==> config.mk <==
export PLATFORM = sky130hd
export DESIGN_NAME = comparator_serial_nbit
export DESIGN_NICKNAME = d
export VERILOG_FILES = /design/src/rtl/comparator_serial_nbit.sv
export SDC_FILE = /design/constraint.sdc
export NUM_CORES = 1
export LEC_CHECK = 0
export ABC_AREA = 1
export CORE_MARGIN = 4
export CORE_UTILIZATION = 51
export CTS_CLUSTER_SIZE = 8
export DETAILED_ROUTE_END_ITERATION = 8
export GPL_TIMING_DRIVEN = 0
export MAX_ROUTING_LAYER = met4
export PLACE_DENSITY = 0.83
export SLEW_MARGIN = 20
export SYNTH_ARGS = -nofsm -noshare
export SYNTH_HDL_FRONTEND = slang
export SYNTH_SLANG_ARGS = --single-unit
==> constraint.sdc <==
create_clock -name Clock_In -period 1.9 [get_ports Clock_In]
set_clock_uncertainty 0.15 [all_clocks]
set_input_delay 0.38 -clock Clock_In [delete_from_list [all_inputs] [get_ports Clock_In]]
set_output_delay 0.38 -clock Clock_In [all_outputs]
set_load 0.05 [all_outputs]
==> src/rtl/comparator_serial_nbit.sv <==
// comparator_serial_nbit: multi-cycle MSB-first magnitude comparator, CHUNK_WIDTH bits per cycle with early exit
module comparator_serial_nbit #(
  parameter int DATA_WIDTH  = 16,
  parameter int CHUNK_WIDTH = 4
) (
  input  logic                  Clock_In,
  input  logic                  Reset_In,
  input  logic                  Start_In,
  input  logic                  Signed_Mode_In,
  input  logic [DATA_WIDTH-1:0] Data_A_In,
  input  logic [DATA_WIDTH-1:0] Data_B_In,
  output logic                  Busy_Out,
  output logic                  Done_Out,
  output logic                  A_Less_Than_B_Out,
  output logic                  A_Equal_To_B_Out,
  output logic                  A_Greater_Than_B_Out
);
  localparam int NUM_CHUNKS = DATA_WIDTH / CHUNK_WIDTH;
  localparam int CNT_W = NUM_CHUNKS > 1 ? $clog2(NUM_CHUNKS) : 1;
  localparam logic [CNT_W-1:0] LAST_CNT = CNT_W'(NUM_CHUNKS - 1);
  localparam logic [DATA_WIDTH-1:0] MSB_MASK = DATA_WIDTH'(1) << (DATA_WIDTH - 1);

  if (DATA_WIDTH % CHUNK_WIDTH != 0) begin : g_bad_chunk
    $error("CHUNK_WIDTH must divide DATA_WIDTH");
  end

  typedef enum logic {IDLE, RUN} state_t;

  state_t                  state_q, state_d;
  logic [CNT_W-1:0]        cnt_q, cnt_d;
  logic [DATA_WIDTH-1:0]   a_q, a_d, b_q, b_d;
  logic                    done_q, done_d, lt_q, lt_d, eq_q, eq_d, gt_q, gt_d;
  logic [CHUNK_WIDTH-1:0]  chunk_a, chunk_b;
  logic                    chunk_ne, finish;

  // Operands shift left each step, so the chunk under test is always at the top.
  assign chunk_a  = a_q[DATA_WIDTH-1 -: CHUNK_WIDTH];
  assign chunk_b  = b_q[DATA_WIDTH-1 -: CHUNK_WIDTH];
  assign chunk_ne = chunk_a != chunk_b;
  assign finish   = state_q == RUN && (chunk_ne || cnt_q == LAST_CNT);

  always_comb begin
    state_d = state_q;
    cnt_d   = cnt_q;
    a_d     = a_q;
    b_d     = b_q;
    done_d  = 1'b0;
    lt_d    = lt_q;
    eq_d    = eq_q;
    gt_d    = gt_q;
    if (state_q == IDLE && Start_In) begin
      state_d = RUN;
      cnt_d   = '0;
      a_d     = Data_A_In ^ (Signed_Mode_In ? MSB_MASK : '0);
      b_d     = Data_B_In ^ (Signed_Mode_In ? MSB_MASK : '0);
    end else if (finish) begin
      state_d = IDLE;
      done_d  = 1'b1;
      lt_d    = chunk_a < chunk_b;
      gt_d    = chunk_a > chunk_b;
      eq_d    = !chunk_ne;
    end else if (state_q == RUN) begin
      cnt_d = cnt_q + CNT_W'(1);
      a_d   = a_q << CHUNK_WIDTH;
      b_d   = b_q << CHUNK_WIDTH;
    end
  end

  always_ff @(posedge Clock_In or posedge Reset_In) begin
    if (Reset_In) begin
      state_q <= IDLE;
      cnt_q   <= '0;
      a_q     <= '0;
      b_q     <= '0;
      done_q  <= 1'b0;
      lt_q    <= 1'b0;
      eq_q    <= 1'b0;
      gt_q    <= 1'b0;
    end else begin
      state_q <= state_d;
      cnt_q   <= cnt_d;
      a_q     <= a_d;
      b_q     <= b_d;
      done_q  <= done_d;
      lt_q    <= lt_d;
      eq_q    <= eq_d;
      gt_q    <= gt_d;
    end
  end

  assign Busy_Out             = state_q == RUN;
  assign Done_Out             = done_q;
  assign A_Less_Than_B_Out    = lt_q;
  assign A_Equal_To_B_Out     = eq_q;
  assign A_Greater_Than_B_Out = gt_q;
endmodule

==> impl_results.md <==
* Worst slew margin at 0.673
* Layout area overhead at 28.9%
* CTS root buffer: clkbuf_8
* Leakage power of the design at 1.48 nW
* Capturing element type of the critical path: register
* Drt pass-1 iters at 4
* CTS Sinks at 39
* Peak fanout along the critical path at 10
* Synthesized net count at around 320
* Final hold violation count at 0
* Fmax at ~0.56 GHz
* Overflow left after global routing at 0
* Area occupied by registers at about 980 µm²
* Area occupied by multi-input gates at roughly 910 µm²
* Die area at 0.00516 mm²
* H-tree depth at 2
* Wire length of the first global-routing pass at about 8.3 mm
* Routed vias/inst at ~5.0
* Max rail drop VDD at slightly above 0.8 mV
* Iteration-0 DRC Markers at just over 200
* Class of the tightest hold or removal check: input port to asynchronous set/reset pin
* Inserted Clock Buffers at 5
* Clock tree from TritonCTS: yes
* Fin crit period at ~1800 ps
* Placed wire-length estimate after detailed placement at ~3.5 mm
* Worst skew pair latency at between 200 and 300 ps
* Syn avg cell area at around 7.5 µm²
* Reg2Reg Setup Slack at 120 ps
* Depth of the most critical reg-to-reg path at 7
* Worst setup startpoint: a_q[13]
* Number of distinct standard cells referenced by the synthesized netlist at 17
* Row cnt at 22
* Number of design rule violations left after detail routing at 0
* Worst reg2reg path startpoint: a_q[13]
* Critical path required time at just under 2000 ps
* Standard cell area after detailed placement at about 0.0026 mm²
* Horizontal extent of the die at 71.8 µm
* Worst Tran Pin Value at roughly 490 ps
* Clock tree buffer depth at 2
* ANT cells at 0
* Number of nets with antenna violations after routing at 0
* Global placer's final weighted congestion at ~0.8
* Areal power density over the cells at ~1500 mW/mm²
* Worst Setup Path Type: register to register
* Mapped Cells at roughly 280
* Period utilization at 0.938
* Register area share after synthesis at 0.470
* Final standard cell count with taps included and fillers excluded at about 380
* Share of layout cells above drive strength 1 at 0.104
* GRT Resource Usage Total at 0.211
* Wire length reported by the detailed router at 4.90 mm
* Cell count after placement at 365
* I/O pin count at 41
* Fillers at slightly above 300
* Mean routed wirelength per cell at 13.0 µm
* Vias at 1894
* Warnings from Yosys at 0
* Total of max-cap violations at 0
* Final-report setup violation count at 0
* Quantity of I/O buffers inserted on ports at 40
* Slew Limit Fails at 0
* Hold-fix buffers, CTS at 0
* Status: completed
* Placeable Area at between 0.003 and 0.004 mm²
* Effective utilization at floorplan at 0.547
* Cell area after synthesis at around 0.0021 mm²
* Total non-filler cell area in the finished layout at about 0.0027 mm²
* Number of nets in the final layout at 368
* Number of antenna violations at the first check in global routing at 0
* Arrival @ worst endpoint at between 1500 and 2000 ps
* Number of global-route vias before repair at approximately 1900
* End point of the critical path: a_q[9]
* CTS clk-pin slew, worst paths at about 80 ps
* Flop and latch count out of synthesis at 39
* Die outline height at slightly above 70 µm
* Pin count of the biggest net entering global routing at 25
* Capturing point of the worst reg2reg path: a_q[9]
* Setup crit start kind: register
layout make-up:
cell class / instances / area share
clock buffers: 8 / 0.0374
repair buffers: 44 / 0.164
plain buffers: 14 / 0.0467
multi-input cells: 206 / 0.341
well taps: 48 / 0.0224
flip-flops and latches: 39 / 0.364
inverters: 17 / 0.0238
cells in the final DEF (no fill, tap or decap):
cell type	count
nand2_1	153
dfrtp_1	39
nand3_1	36
clkdlybuf4s50_1	35
inv_1	14
buf_6	8
clkbuf_8	7
buf_4	5
ha_1	5
buf_2	4
dlygate4sd2_1	4
inv_2	3
a21oi_1	3
nand2_4	2
nand4_1	2
nand2_2	1
nor2_4	1
nand3_4	1
a21o_1	1
nor2_1	1
clkbuf_1	1
buf_16	1
clkbuf_2	1
stage by stage:
| step | utilization | setup TNS [ps] | total power [W] | worst slack (ps) | hold slack (ps) |
|---|---|---|---|---|---|
| floorplan | - | 0 | 0.00286 | 291 | 319 |
| global placement | 0.668 | -12890 | 0.00330 | -331 | 317 |
| detailed placement | 0.676 | 0 | 0.00340 | 40.6 | 325 |
| CTS | 0.701 | 0 | 0.00400 | 20.4 | 244 |
| global route | 0.705 | -11.3 | 0.00440 | -11.3 | 270 |
| finish | 0.705 | 0 | 0.00405 | 118 | 230 |
critical path: stages (launching register included):
cell and delay (ps):
dfrtp_1 390, ha_1 310, nand2_1 90, nor2_4 190, nand3_4 150, buf_2 220
nand3_1 100, nand2_1 70
how the worst min path moves through the flow:
stage | depth (start not counted) | slack [ps] | endpoint
floorplan | 2 | 320 | a_q[0]
global placement | 2 | 320 | A_Greater_Than_B_Out
detailed placement | 2 | 320 | A_Greater_Than_B_Out
CTS | 2 | 240 | A_Equal_To_B_Out
global route | 2 | 270 | A_Equal_To_B_Out
finish | 2 | 230 | A_Equal_To_B_Out
report_power, final:
| part | internal [W] | total [W] | leakage, nW | switching [W] |
|---|---|---|---|---|
| combinational | 0.000790 | 0.00203 | 0.935 | 0.00124 |
| sequential | 0.00119 | 0.00140 | 0.496 | 0.000210 |
| clock | 0.000331 | 0.000620 | 0.0515 | 0.000288 |
state kept, by name, summed over array words and instances (netlist names):
name,cells
A_Equal_To_B_Out,1
a_q,16
Done_Out,1
cnt_q,2
A_Less_Than_B_Out,1
Busy_Out,1
A_Greater_Than_B_Out,1
b_q,16
metal layers:
| layer | share of wire | global-route usage |
|---|---|---|
| met1 | 0.42 | 0.251 |
| met2 | 0.50 | 0.341 |
| met4 | 0.016 | 0.100 |
| met5 | 0 | - |
| met3 | 0.058 | 0.0421 |
logic make-up (layout without fill, tap and decap cells):
family	after synthesis	in the layout	share of synthesized area
adder cells (fa/ha/maj)	5	5	0.0301
buffers and inverters	31	83	0.0909
flip-flops	39	39	0.470
AO/OA/AOI/OAI	4	4	0.0108
AND/OR/NAND/NOR	197	197	0.399
cell usage after synthesis:
library cell	number	share of area
dfrtp_1	39	0.47
ha_1	5	0.030
buf_4	2	0.0072
buf_2	4	0.0096
nand2_2	1	0.0030
a21o_1	1	0.0036
a21oi_1	3	0.0072
nand3_1	36	0.087
nand4_1	2	0.0060
nand2_4	2	0.011
inv_1	15	0.027
nor2_4	1	0.0054
nor2_1	1	0.0018
nand2_1	153	0.28
inv_2	2	0.0036
nand3_4	1	0.0084
buf_6	8	0.043
repair_timing:
item / CTS / global route
gates resized for setup: 6 / 1
pin swaps: 0 / 1
setup buffers: 0 / 3
setup endpoints to repair: 5 / 18
(Power assumes the default switching activity.)
